$ cat src/rtl/multicycle_control_pkg.sv
// rtl/multicycle_control_pkg.sv - shared states, opcodes, funct codes, ALUOp and ALU operation codes
package multicycle_control_pkg;

  typedef enum logic [3:0] {
    FETCH  = 4'd0,
    DECODE = 4'd1,
    MEMADR = 4'd2,
    MEMRD  = 4'd3,
    MEMWB  = 4'd4,
    MEMWR  = 4'd5,
    EXEC   = 4'd6,
    ALUWB  = 4'd7,
    BRANCH = 4'd8,
    JUMP   = 4'd9,
    ADDIEX = 4'd10,
    ADDIWB = 4'd11
  } state_t;

  localparam logic [5:0] OP_R    = 6'b000000;
  localparam logic [5:0] OP_LW   = 6'b100011;
  localparam logic [5:0] OP_SW   = 6'b101011;
  localparam logic [5:0] OP_BEQ  = 6'b000100;
  localparam logic [5:0] OP_ADDI = 6'b001000;
  localparam logic [5:0] OP_J    = 6'b000010;

  localparam logic [5:0] FN_ADD = 6'b100000;
  localparam logic [5:0] FN_SUB = 6'b100010;
  localparam logic [5:0] FN_AND = 6'b100100;
  localparam logic [5:0] FN_OR  = 6'b100101;
  localparam logic [5:0] FN_SLT = 6'b101010;

  localparam logic [1:0] ALUOP_ADD   = 2'b00;
  localparam logic [1:0] ALUOP_SUB   = 2'b01;
  localparam logic [1:0] ALUOP_FUNCT = 2'b10;
  localparam logic [1:0] ALUOP_NONE  = 2'b11;

  localparam logic [3:0] OPER_AND = 4'b0000;
  localparam logic [3:0] OPER_OR  = 4'b0001;
  localparam logic [3:0] OPER_ADD = 4'b0010;
  localparam logic [3:0] OPER_SUB = 4'b0110;
  localparam logic [3:0] OPER_SLT = 4'b0111;
  localparam logic [3:0] OPER_INV = 4'b1111;

  function automatic logic is_legal(input logic [5:0] op);
    return (op == OP_R) || (op == OP_LW) || (op == OP_SW) ||
           (op == OP_BEQ) || (op == OP_ADDI) || (op == OP_J);
  endfunction

endpackage

$ cat src/rtl/multicycle_control_alu_decoder.sv
// rtl/multicycle_control_alu_decoder.sv - ALU control code from ALUOp and funct, zero-extended to OPER_W
module alu_decoder
  import multicycle_control_pkg::*;
#(
  parameter int OPER_W = 4
) (
  input  logic [1:0]        ALUOp,
  input  logic [5:0]        funct_field,
  output logic [OPER_W-1:0] operation
);

  logic [3:0] code;

  always_comb begin
    code = OPER_INV;
    case (ALUOp)
      ALUOP_ADD: code = OPER_ADD;
      ALUOP_SUB: code = OPER_SUB;
      ALUOP_FUNCT: begin
        case (funct_field)
          FN_ADD:  code = OPER_ADD;
          FN_SUB:  code = OPER_SUB;
          FN_AND:  code = OPER_AND;
          FN_OR:   code = OPER_OR;
          FN_SLT:  code = OPER_SLT;
          default: code = OPER_INV;
        endcase
      end
      default: code = OPER_INV;
    endcase
    operation      = '0;
    operation[3:0] = code;
  end

endmodule

$ cat src/rtl/multicycle_control.sv
// rtl/multicycle_control.sv - multicycle MIPS-subset control FSM with optional memory handshake
module multicycle_control
  import multicycle_control_pkg::*;
#(
  parameter int MEM_HANDSHAKE = 0,
  parameter int OPER_W        = 4
) (
  input  logic              clk,
  input  logic              rst_n,
  input  logic [5:0]        op_code,
  input  logic [5:0]        funct_field,
  input  logic              zero,
  input  logic              mem_ready,
  output logic              PCWrite,
  output logic              PCWriteCond,
  output logic              pc_en,
  output logic              IorD,
  output logic              MemRead,
  output logic              MemWrite,
  output logic              IRWrite,
  output logic              MemtoReg,
  output logic              RegDst,
  output logic              RegWrite,
  output logic              ALUSrcA,
  output logic [1:0]        ALUSrcB,
  output logic [1:0]        PCSrc,
  output logic [1:0]        ALUOp,
  output logic [OPER_W-1:0] operation,
  output logic [3:0]        state,
  output logic              illegal_op
);

  state_t state_q, state_d;
  logic   mem_done;

  assign mem_done = (MEM_HANDSHAKE == 0) || mem_ready;

  always_ff @(posedge clk or negedge rst_n) begin
    if (!rst_n) state_q <= FETCH;
    else        state_q <= state_d;
  end

  always_comb begin
    state_d = state_q;
    case (state_q)
      FETCH:  if (mem_done) state_d = DECODE;
      DECODE: begin
        case (op_code)
          OP_LW, OP_SW: state_d = MEMADR;
          OP_R:         state_d = EXEC;
          OP_BEQ:       state_d = BRANCH;
          OP_J:         state_d = JUMP;
          OP_ADDI:      state_d = ADDIEX;
          default:      state_d = FETCH;
        endcase
      end
      MEMADR: state_d = (op_code == OP_LW) ? MEMRD : ((op_code == OP_SW) ? MEMWR : FETCH);
      MEMRD:  if (mem_done) state_d = MEMWB;
      MEMWR:  if (mem_done) state_d = FETCH;
      EXEC:   state_d = ALUWB;
      ADDIEX: state_d = ADDIWB;
      default: state_d = FETCH;
    endcase
  end

  // Fetch strobes are qualified by rst_n so the asynchronously forced FETCH never writes.
  always_comb begin
    PCWrite     = 1'b0;
    PCWriteCond = 1'b0;
    IorD        = 1'b0;
    MemRead     = 1'b0;
    MemWrite    = 1'b0;
    IRWrite     = 1'b0;
    MemtoReg    = 1'b0;
    RegDst      = 1'b0;
    RegWrite    = 1'b0;
    ALUSrcA     = 1'b0;
    ALUSrcB     = 2'b00;
    PCSrc       = 2'b00;
    ALUOp       = ALUOP_ADD;
    case (state_q)
      FETCH: begin
        MemRead = 1'b1;
        IRWrite = rst_n && mem_done;
        PCWrite = rst_n && mem_done;
        ALUSrcB = 2'b01;
      end
      DECODE: ALUSrcB = 2'b11;
      MEMADR, ADDIEX: begin
        ALUSrcA = 1'b1;
        ALUSrcB = 2'b10;
      end
      MEMRD: begin
        MemRead = 1'b1;
        IorD    = 1'b1;
      end
      MEMWR: begin
        MemWrite = 1'b1;
        IorD     = 1'b1;
      end
      MEMWB: begin
        RegWrite = 1'b1;
        MemtoReg = 1'b1;
      end
      EXEC: begin
        ALUSrcA = 1'b1;
        ALUOp   = ALUOP_FUNCT;
      end
      ALUWB: begin
        RegWrite = 1'b1;
        RegDst   = 1'b1;
      end
      ADDIWB: RegWrite = 1'b1;
      BRANCH: begin
        ALUSrcA     = 1'b1;
        ALUOp       = ALUOP_SUB;
        PCWriteCond = 1'b1;
        PCSrc       = 2'b01;
      end
      JUMP: begin
        PCWrite = 1'b1;
        PCSrc   = 2'b10;
      end
      default: ;
    endcase
  end

  assign pc_en      = PCWrite | (PCWriteCond & zero);
  assign illegal_op = (state_q == DECODE) && !is_legal(op_code);
  assign state      = state_q;

  alu_decoder #(.OPER_W(OPER_W)) u_alu_decoder (
    .ALUOp       (ALUOp),
    .funct_field (funct_field),
    .operation   (operation)
  );

endmodule

$ cat config.mk
export PLATFORM = sky130hd
export DESIGN_NAME = multicycle_control
export DESIGN_NICKNAME = d
export VERILOG_FILES = /design/src/rtl/multicycle_control_pkg.sv /design/src/rtl/multicycle_control_alu_decoder.sv /design/src/rtl/multicycle_control.sv
export SDC_FILE = /design/constraint.sdc
export NUM_CORES = 1
export LEC_CHECK = 0
export CORE_MARGIN = 2
export CORE_UTILIZATION = 36
export DETAILED_ROUTE_END_ITERATION = 6
export GPL_ROUTABILITY_DRIVEN = 0
export PLACE_DENSITY = 0.84
export SYNTH_ARGS = -nofsm -noshare
export SYNTH_HDL_FRONTEND = slang
export SYNTH_SLANG_ARGS = --single-unit
$ cat constraint.sdc
create_clock -name clk -period 2.4 [get_ports clk]
set_clock_uncertainty 0.1 [all_clocks]
set_input_delay 0.36 -clock clk [delete_from_list [all_inputs] [get_ports clk]]
set_output_delay 0.36 -clock clk [all_outputs]
set_load 0.01 [all_outputs]
-- Word-level counts from Yosys, hierarchy flattened
Index checks and enable logic that the tools add are counted.
Widths: inputs -> output; s select.
- input port bits: 16
- logic and storage cells: 61
- output and inout port bits: 26
- flip-flop bits (word level): 4
- reductions and logical operators: 16
- bitwise gates (word level): 2
- eq/ne operators: 23
- muxes and demuxes: 19
- operators by type and width (kind ; count):
    $eq 6x6->1 const B ; 7
    $pmux 4 s5 ; 2
    $pmux 4 s6 ; 1
    $eq 4x3->1 const B ; 4
    $eq 4x4->1 const B ; 4
    $pmux 4 s3 ; 1
    $mux 1 ; 9
    $eq 4x2->1 const B ; 2
    $pmux 2 s2 ; 2
    $reduce_or 2->1 ; 4
    $eq 6x2->1 const B ; 1
    $eq 6x3->1 const B ; 1
    $eq 6x4->1 const B ; 1
    $logic_not 6->1 ; 1
    $mux 3 ; 2
    $pmux 2 s3 ; 1
    $logic_or 1x1->1 ; 5
    $eq 4x1->1 const B ; 1
    $logic_not 4->1 ; 1
    $reduce_or 4->1 ; 1
    $reduce_or 3->1 ; 1
    $eq 2x1->1 const B ; 1
    $eq 2x2->1 const B ; 1
    $logic_not 2->1 ; 1
    other kinds (5) ; 5

-- Depth between registers and ports, before layout
Gate-level depths: netlist of run 1.
- word-level depth: 8
- gate-level depth with buffers: 4
- mapped depth without buffers: 4

-- Cells and area by module
A second synthesis of run 1 with hierarchy kept.
- cell total of the unflattened synthesis: 77
- area total of the unflattened synthesis: 540.5 sq um
- by module, submodules not included (module ; seq. area each (sq um) ; cells each ; times used ; area an instance (sq um)):
    multicycle_control ; 100.1 ; 63 ; 1 ; 457.9
    alu_decoder ; 0.0 ; 14 ; 1 ; 82.6

-- Worst setup path before layout of run 1
OpenSTA, ideal clock, no wires.
- kind: reg2out
- start point: register state_q[2] (netlist: state[2])
- end point: output port pc_en
- arrival time: 1.304 ns
- buffers on the path: 1
- setup slack: 0.636 ns
- stages on the path, launching flop included: 5
- required time: 1.940 ns
- cell sequence: dfrtp_1 -> buf_2 -> nor4b_2 -> nand2_1 -> nand3b_1
- longest elaborated chain between the ends: 4
- elaborated cells between the ends (all ways): 7
- those cells by class: eq/ne: 2; mux: 2; bitwise: 2; reduce/logical: 1
- ends and longest elaborated chain (item ; RTL line ; source):
    start, declared ; multicycle_control.sv:33 ; state_t state_q, state_d;
    start signal, assigned ; multicycle_control.sv:40 ; else state_q <= state_d;
    $eq 4x4->1 ; multicycle_control.sv:81 ; case (state_q)
    $mux 1 ; multicycle_control.sv:81 ;
    net PCWriteCond ; multicycle_control.sv:15 ; output logic PCWriteCond,
    $and 1x1->1 ; multicycle_control.sv:128 ; assign pc_en = PCWrite | (PCWriteCond & zero);
    $or 1x1->1 ; multicycle_control.sv:128 ;
    end, declared ; multicycle_control.sv:16 ; output logic pc_en,
The timed path passes the listed nets, and every way through them passes these cells.

-- Worst setup path after layout of run 1
- start point: register state_q[2] (netlist: state[2])
- end point: output port operation[3]
- longest elaborated chain between the ends: 4
- elaborated cells between the ends (all ways): 7
- those cells by class: eq/ne: 4; mux: 2; reduce/logical: 1
- ends and longest elaborated chain (item ; RTL line ; source):
    $eq 4x4->1 / $eq 4x3->1 (equally long branches) ; multicycle_control.sv:81 ;
    $pmux 2 s2 (*) ; multicycle_control.sv:81 ;
    $eq 2x2->1 (tied with other cells) ; multicycle_control_alu_decoder.sv:16 ; case (ALUOp)
    $pmux 4 s3 (*) ; multicycle_control_alu_decoder.sv:16 ;
    end, declared ; multicycle_control.sv:28 ; output logic [OPER_W-1:0] operation,
Every way passes the cells marked *; elsewhere a longest branch is shown, timed or not.

==> results of run 1 <==
## stage by stage
stage | setup slack (ps) | instance area [sq um] | TNS [ps]
after floorplan | 636 | 574 | 0
after global placement | 65.0 | 1020 | 0
after detailed placement | 39.1 | 1020 | 0
after CTS | 2.41 | 1050 | 0
after global routing | -10.9 | 1080 | -10.9
final | 43.2 | 1080 | 0
## what timing repair did
action                                  in CTS  in global routing
setup buffers                                0                  1
cloned                                       0                  0
endpoints found under the setup margin       3                  7
resized for setup                            2                  7
## cell type report
class,count,share of cell area
clock buffer,3,0.0209
inverter,5,0.0174
multi-input combinational,68,0.406
sequential,4,0.0939
tap,16,0.0185
timing repair buffer,49,0.444
## metal layers
layer  track usage  share of wire
met5             0              0
met4        0.0545              0
met3        0.0125          0.084
met2         0.365           0.52
met1         0.217           0.39
## critical path: cells and delay by family, from the launching register on
| family | cells | cell delay [ps] |
|---|---|---|
| buffers and inverters | 1 | 560 |
| AOI/OAI and AO/OA | 1 | 140 |
| DFF | 1 | 490 |
| and+or+nand+nor | 2 | 480 |
## how the worst max path moves through the flow
stage	to	slack, ps
2_1_floorplan	pc_en	640
4_1_cts	PCWrite	2
6_report	operation[3]	40
3_3_place_gp	illegal_op	60
5_1_grt	operation[3]	-10
3_5_place_dp	illegal_op	40
## power by group through the flow
stage	Clock, W	Combinational [W]	Sequential [W]
3_3_place_gp	0	0.000380	0.0000997
3_5_place_dp	0	0.000385	0.000101
6_report	0.0000828	0.000389	0.000104
5_1_grt	0.0000844	0.000421	0.000107
2_1_floorplan	0	0.000197	0.0000991
4_1_cts	0.0000833	0.000389	0.000103
## cell usage in the layout (no fill, tap or decap), types with 2 or more instances in the layout
master and instances:
clkdlybuf4s50_1 37, nor2_1 9, buf_4 8, nor3_1 7, a21oi_1 7, nand2_1 5
inv_1 4, nand2b_1 4, xor2_1 3, clkbuf_4 3, dlymetal6s2s_1 3, dfrtp_1 3
or3_1 2, nand2b_4 2, a31oi_1 2, o21ai_1 2, o22ai_1 2, nor2b_1 2
nand3_1 2, nand3b_1 2
## cells by family after synthesis
kind of cell / count (synthesis)
AOI/OAI and AO/OA: 18
buffers and inverters: 12
xor gates and xnor gates: 4
and+or+nand+nor: 46
DFF: 4
==> impl_metrics.ini, run 1 <==
[pwr]
power_frac_seq = 0.181
p_int_w = 0.000354
powerDensity_nw_per_um2 = 534
total_power_w = 0.000576
power.switching_w = 0.000222
power_frac_comb = 0.675
p_leak_nw = 0.485
ir_drop_mv = 0.340
switching_share = 0.386
pwr-share-clk = 0.144

[grt]
grt_start_max_net_pins = 12
grt_pass1_vias = 683
grt-ovfl-total = 0
grtUsageTotal = 0.189
grt_pass1_wl_um = 2840
antenna_found_initial = 0

[die]
core_sq_um = 1510
io_pins = 42
fp.dieArea_sq_um = 1930
die_w_um = 43.9
rows = 14
initial_core_util = 0.381
chipHeight_um = 43.9

[synthesis]
syn-cell-area_sq_um = 574
synthSimpleGateAreaFrac = 0.477
synthXorXnorAreaFrac = 0.0610
synth_top_family_by_area = simple AND/OR/NAND/NOR gates
synth_nets = 100
synth_compound_area_frac = 0.187
synth_edf_count = 0
synth_common_cells = nor2_1, a21oi_1, nor3_1, nand2_1, nand2b_1
muxShareOfSynthArea = 0
synthAdderAreaFrac = 0
yosysUniqueCellTypes = 36
yosys.cell_count.top_type = nor2_1
yosys-top-cells-area = dfrtp_1, nor2_1, a21oi_1
synth_top_cell_area_share = 0.174
synthCells = 84
synthFlopType = dfrtp_1
yosys_register_bits = 4
avgSynthCellArea_sq_um = 6.84
ys_seq_area_frac = 0.174
synth-async-reset-ratio = 1.00
yosys.area.top_type = dfrtp_1
yosysWarnings = 0

[route]
finalWirelength_um = 1810
post-route-drc-count = 0
drt-initial-drc-count = 11
num_vias = 781
avgViaCountPerCell = 5.39
ant_nets = 0
routedWlPerCell_um = 12.5
drtPass1Iterations = 4

[placed_design]
place_inst = 141
hpwl_um = 1480
io_buffer_count = 40

[clock_network]
max-clock-path-buffers = 2
cts_tree = yes
h-tree-depth = 1
cts_hold_buf = 0
cts.sinks = 4
clk_pin_slew_ps = 40
clk_latency_ps = 230
cts-root-buf = clkbuf_4
numCtsBuffers = 3

[finish]
largest_register_ffs = 4
seqCellArea_sq_um = 101
fin_util = 0.717
n_fill_cell = 124
fin_cells = 145
syn2layout_area_growth_pct = 88.0
layout.nets = 147
post_route_cells_drive_above_1_share = 0.155
antennaDiodeCount = 0
multi_input_area_sq_um = 438

[worst_setup_path]
crit_path_end_kind = output port
timing.rr.end = state[0]
max_stage_delay_ps = 560
critPathArrivalTime_ps = 1900
worstPathRequired_ps = 1940
start_kind = register
crit_type = reg -> out
path_cells = nand2b_1, or2_4, a21oi_1, clkdlybuf4s50_1
reg2reg_depth = 3
crit_slowest_cell = clkdlybuf4s50_1
reg2reg_slack_ps = 980
r2r_start = state[2]
cp_max_fo = 8
startpoint = state[2]

[hold_path]
hp-class = in -> async

[timing]
worst_slew_pin_slew_ps = 277
setup_violations = 0
fin_crit_sh = 0.982
slew_headroom = 0.815
maxSlewViolCount = 0
whs_ps = 333
post-route-min-period_ps = 2360
max_clock_freq_mhz = 424
hold_violations = 0

[job]
cap_violations = 0

[status]
status = finished, final reports clean
(Power assumes the default switching activity.)
==> inputs of run 2 (changes only) <==
Settings changed: SKIP_CTS_REPAIR_TIMING set to 1.
==> run 2 against run 1 <==
  * Clock-buffer cell count did not move
  * Total power shrank 0.48%
  * First-iteration DRC count did not move
  * Sequential power barely moved
  * Maximum frequency grew 2.4%
  * Worst setup slack better by 55 ps
  * Largest power group unchanged
==> impl_metrics.ini, run 2 (same netlist as run 1, synthesis figures left out) <==
[grt]
grtUsageTotal = 0.189
grt_pass1_vias = 686
grt_start_max_net_pins = 12
grt-ovfl-total = 0
antenna_found_initial = 0
grt_pass1_wl_um = 2850

[finish]
post_route_cells_drive_above_1_share = 0.156
syn2layout_area_growth_pct = 86.3
layout.nets = 146
n_fill_cell = 125
final_cell_mix = clkdlybuf4s50_1, nor2_1, buf_4
seqCellArea_sq_um = 103
antennaDiodeCount = 0
largest_register_ffs = 4
multi_input_area_sq_um = 438
layout_commonest_cell = clkdlybuf4s50_1
fin_util = 0.710

[route]
routedWlPerCell_um = 12.5
drt-initial-drc-count = 11
ant_nets = 0
post-route-drc-count = 0
num_vias = 775
avgViaCountPerCell = 5.38
finalWirelength_um = 1800
drtPass1Iterations = 4

[die]
initial_core_util = 0.381
chipHeight_um = 43.9
rows = 14
fp.dieArea_sq_um = 1930
io_pins = 42
core_sq_um = 1510
die_w_um = 43.9

[clock_network]
clk_latency_ps = 230
numCtsBuffers = 3
max-clock-path-buffers = 2
cts-root-buf = clkbuf_4
cts.sinks = 4
cts_tree = yes
h-tree-depth = 1
clk_pin_slew_ps = 40

[timing]
max_clock_freq_mhz = 434
worst_slew_pin_slew_ps = 281
whs_ps = 337
post-route-min-period_ps = 2300
fin_crit_sh = 0.959
rsz0062_at_grt = no
maxSlewViolCount = 0
slew_headroom = 0.812
setup_violations = 0
hold_violations = 0

[worst_setup_path]
critPathArrivalTime_ps = 1840
crit_path_end_kind = output port
start_kind = register
crit_type = reg -> out
cp_max_fo = 5
worstPathRequired_ps = 1940

[status]
status = finished, final reports clean

[job]
cap_violations = 0

[pwr]
powerDensity_nw_per_um2 = 536
ir_drop_mv = 0.342
p_leak_nw = 0.477

[placed_design]
hpwl_um = 1480
io_buffer_count = 40

[hold_path]
hp-class = in -> async
[run 2: per-layer routing]
metal / up-vias / track usage / share of wire
li1: 388 / - / -
met1: 354 / 0.217 / 0.41
met2: 33 / 0.368 / 0.51
met3: 0 / 0.0125 / 0.086
met4: 0 / 0.0545 / 0
met5: - / 0 / 0
[run 2: worst paths after layout]
check / from / endpoint / slack, ps / depth (start not counted)
min: rst_n / state[2] / 340 / 2
min reg2reg: state[1] / state[1] / 550 / 2
max: state[0] / operation[3] / 100 / 4
max reg2reg: state[0] / state[3] / 990 / 4
max in group asynchronous: rst_n / state[1] / 1750 / 2
min in group clk: state[1] / state[1] / 550 / 2
[run 2: final cells by class]
type                       count  area share
sequential                     4      0.0959
timing repair buffer          48       0.437
multi-input combinational     68       0.409
tap                           16      0.0187
inverter                       5      0.0175
clock buffer                   3      0.0211
[run 2: power breakdown]
group	internal (W)	switching, W
Clock	0.0000558	0.0000250
Sequential	0.0000792	0.0000247
Combinational	0.000218	0.000171
Total	0.000353	0.000221
[run 2: worst max-delay path: stages (launching register included)]
cell and delay (ps):
dfrtp_1 460, nand2b_4 190, or2_4 280, a21oi_1 130, clkdlybuf4s50_1 550
[run 2: per-stage QoR]
step           area [sq um]  cells  total power [W]  setup slack [ps]  setup TNS [ps]
6_report               1070    144         0.000573              97.8               0
3_3_place_gp           1020    141         0.000479              65.0               0
2_1_floorplan           574     84         0.000296               636               0
3_5_place_dp           1020    141         0.000486              39.1               0
5_1_grt                1070    144         0.000610              20.8               0
4_1_cts                1040    144         0.000571             -28.3           -53.6
==> inputs of run 3 (changes only) <==
Settings changed: CORE_MARGIN 2 to 1, CTS_CLUSTER_DIAMETER set to 120, CTS_CLUSTER_SIZE set to 24.
==> run 3 against run 2 <==
  * Clock power fell by 3.6%
  * Non-clock buffer count rose by 1
  * Sequential power barely moved
  * Global-route usage rose by 1.3 points
  * Core utilization rose by 0.83 points
  * Total power fell by 0.14%
  * Via count rose by 1.3%
  * Routed wire length fell by 9.8%
  * Critical path type unchanged
==> impl_metrics.ini, run 3 (same netlist as run 1, synthesis figures left out) <==
[worst_setup_path]
crit_path_end_kind = output port
critPathArrivalTime_ps = 1840
r2r_start = state[2]
path_cells = buf_6, nor4b_4, buf_4, clkdlybuf4s50_1
startpoint = state[1]
setup.worst_path.end = PCSrc[0]
max_stage_delay_ps = 520
start_kind = register
path_buf_inv = 3
crit_slowest_cell = clkdlybuf4s50_1
worstPathRequired_ps = 1940
reg2reg_depth = 4
timing.rr.end = state[0]
crit_type = reg -> out
cpLargestDelayFamily = buffers and inverters
reg2reg_slack_ps = 1000
cp.depth = 4
cp_max_fo = 11

[route]
num_vias = 785
drt-initial-drc-count = 10
ant_nets = 0
drtPass1Iterations = 4
post-route-drc-count = 0
avgViaCountPerCell = 5.41
finalWirelength_um = 1630
routedWlPerCell_um = 11.2

[timing]
maxSlewViolCount = 0
worst_slew_pin_slew_ps = 268
max_clock_freq_mhz = 435
whs_ps = 346
setup_violations = 0
post-route-min-period_ps = 2300
fin_crit_sh = 0.958
slew_headroom = 0.819
hold_violations = 0
rsz0062_at_grt = no
finalSetupTns_ps = 0

[finish]
multi_input_area_sq_um = 438
fin_cells = 145
seqCellArea_sq_um = 104
layout.nets = 147
syn2layout_area_growth_pct = 88.5
design_area_sq_um = 1080
antennaDiodeCount = 0
final_cell_mix = clkdlybuf4s50_1, nor2_1, buf_4
n_fill_cell = 119
largest_register_ffs = 4
post_route_cells_drive_above_1_share = 0.171
layout_commonest_cell = clkdlybuf4s50_1

[clock_network]
h-tree-depth = 1
clk_latency_ps = 230
cts_tree = yes
max-clock-path-buffers = 2
cts-root-buf = clkbuf_4
numCtsBuffers = 3
cts.sinks = 4
clk_pin_slew_ps = 30

[die]
fp.dieArea_sq_um = 1760
io_pins = 42
chipHeight_um = 41.9
rows = 14
core_sq_um = 1510
initial_core_util = 0.381
die_w_um = 41.9

[placed_design]
io_buffer_count = 40
hpwl_um = 1350
place_inst = 141
placed_area_sq_um = 1020

[grt]
grt_start_max_net_pins = 12
grtUsageTotal = 0.203
grt_pass1_wl_um = 2800
grt_pass1_vias = 708
grt-ovfl-total = 0
antenna_found_initial = 0

[pwr]
p_leak_nw = 0.482
ir_drop_mv = 0.416
powerDensity_nw_per_um2 = 529
total_power_w = 0.000573

[hold_path]
hp-class = in -> async

[job]
cap_violations = 0

[status]
status = finished, final reports clean
==> run 3: worst reg2reg max path: stages (launching register included) <==
cell and delay (ps):
dfrtp_2 450, buf_4 180, xor2_1 140, a31oi_1 220, o221ai_1 160
==> run 3: cell type report <==
type                            instances  share of cell area
Inverter                                5              0.0173
Clock buffer                            3              0.0208
Sequential cell                         4              0.0960
Timing Repair Buffer                   49               0.443
Tap cell                               16              0.0185
Multi-Input combinational cell         68               0.405
==> run 3: how the worst min path moves through the flow <==
stage	startpoint	endpoint	slack, ps	cells after the start
final	rst_n	state[3]	350	2
after global routing	rst_n	state[3]	360	2
after CTS	rst_n	state[1]	350	2
after detailed placement	state[3]	state[1]	540	2
after global placement	state[3]	state[1]	540	2
after floorplan	rst_n	state[0]	-40	0
==> run 3: per-layer routing <==
metal,up-vias,track usage,share of wire
li1,395,-,-
met1,349,0.222,0.39
met2,41,0.372,0.51
met3,0,0.0609,0.10
met4,0,0.0581,0
met5,-,0,0
==> run 3: per-stage QoR <==
stage	utilization	worst slack, ps
floorplan	-	636
global placement	0.674	63.9
detailed placement	0.674	56.6
CTS	0.689	-16.6
global route	0.718	2.10
finish	0.718	102
==> run 3: power by group <==
part / internal (W) / switching [W] / leakage (nW) / total (W)
registers: 0.0000812 / 0.0000257 / 0.0491 / 0.000107
clock network: 0.0000556 / 0.0000222 / 0.0138 / 0.0000778
logic: 0.000219 / 0.000169 / 0.420 / 0.000388
total: 0.000356 / 0.000217 / 0.482 / 0.000573
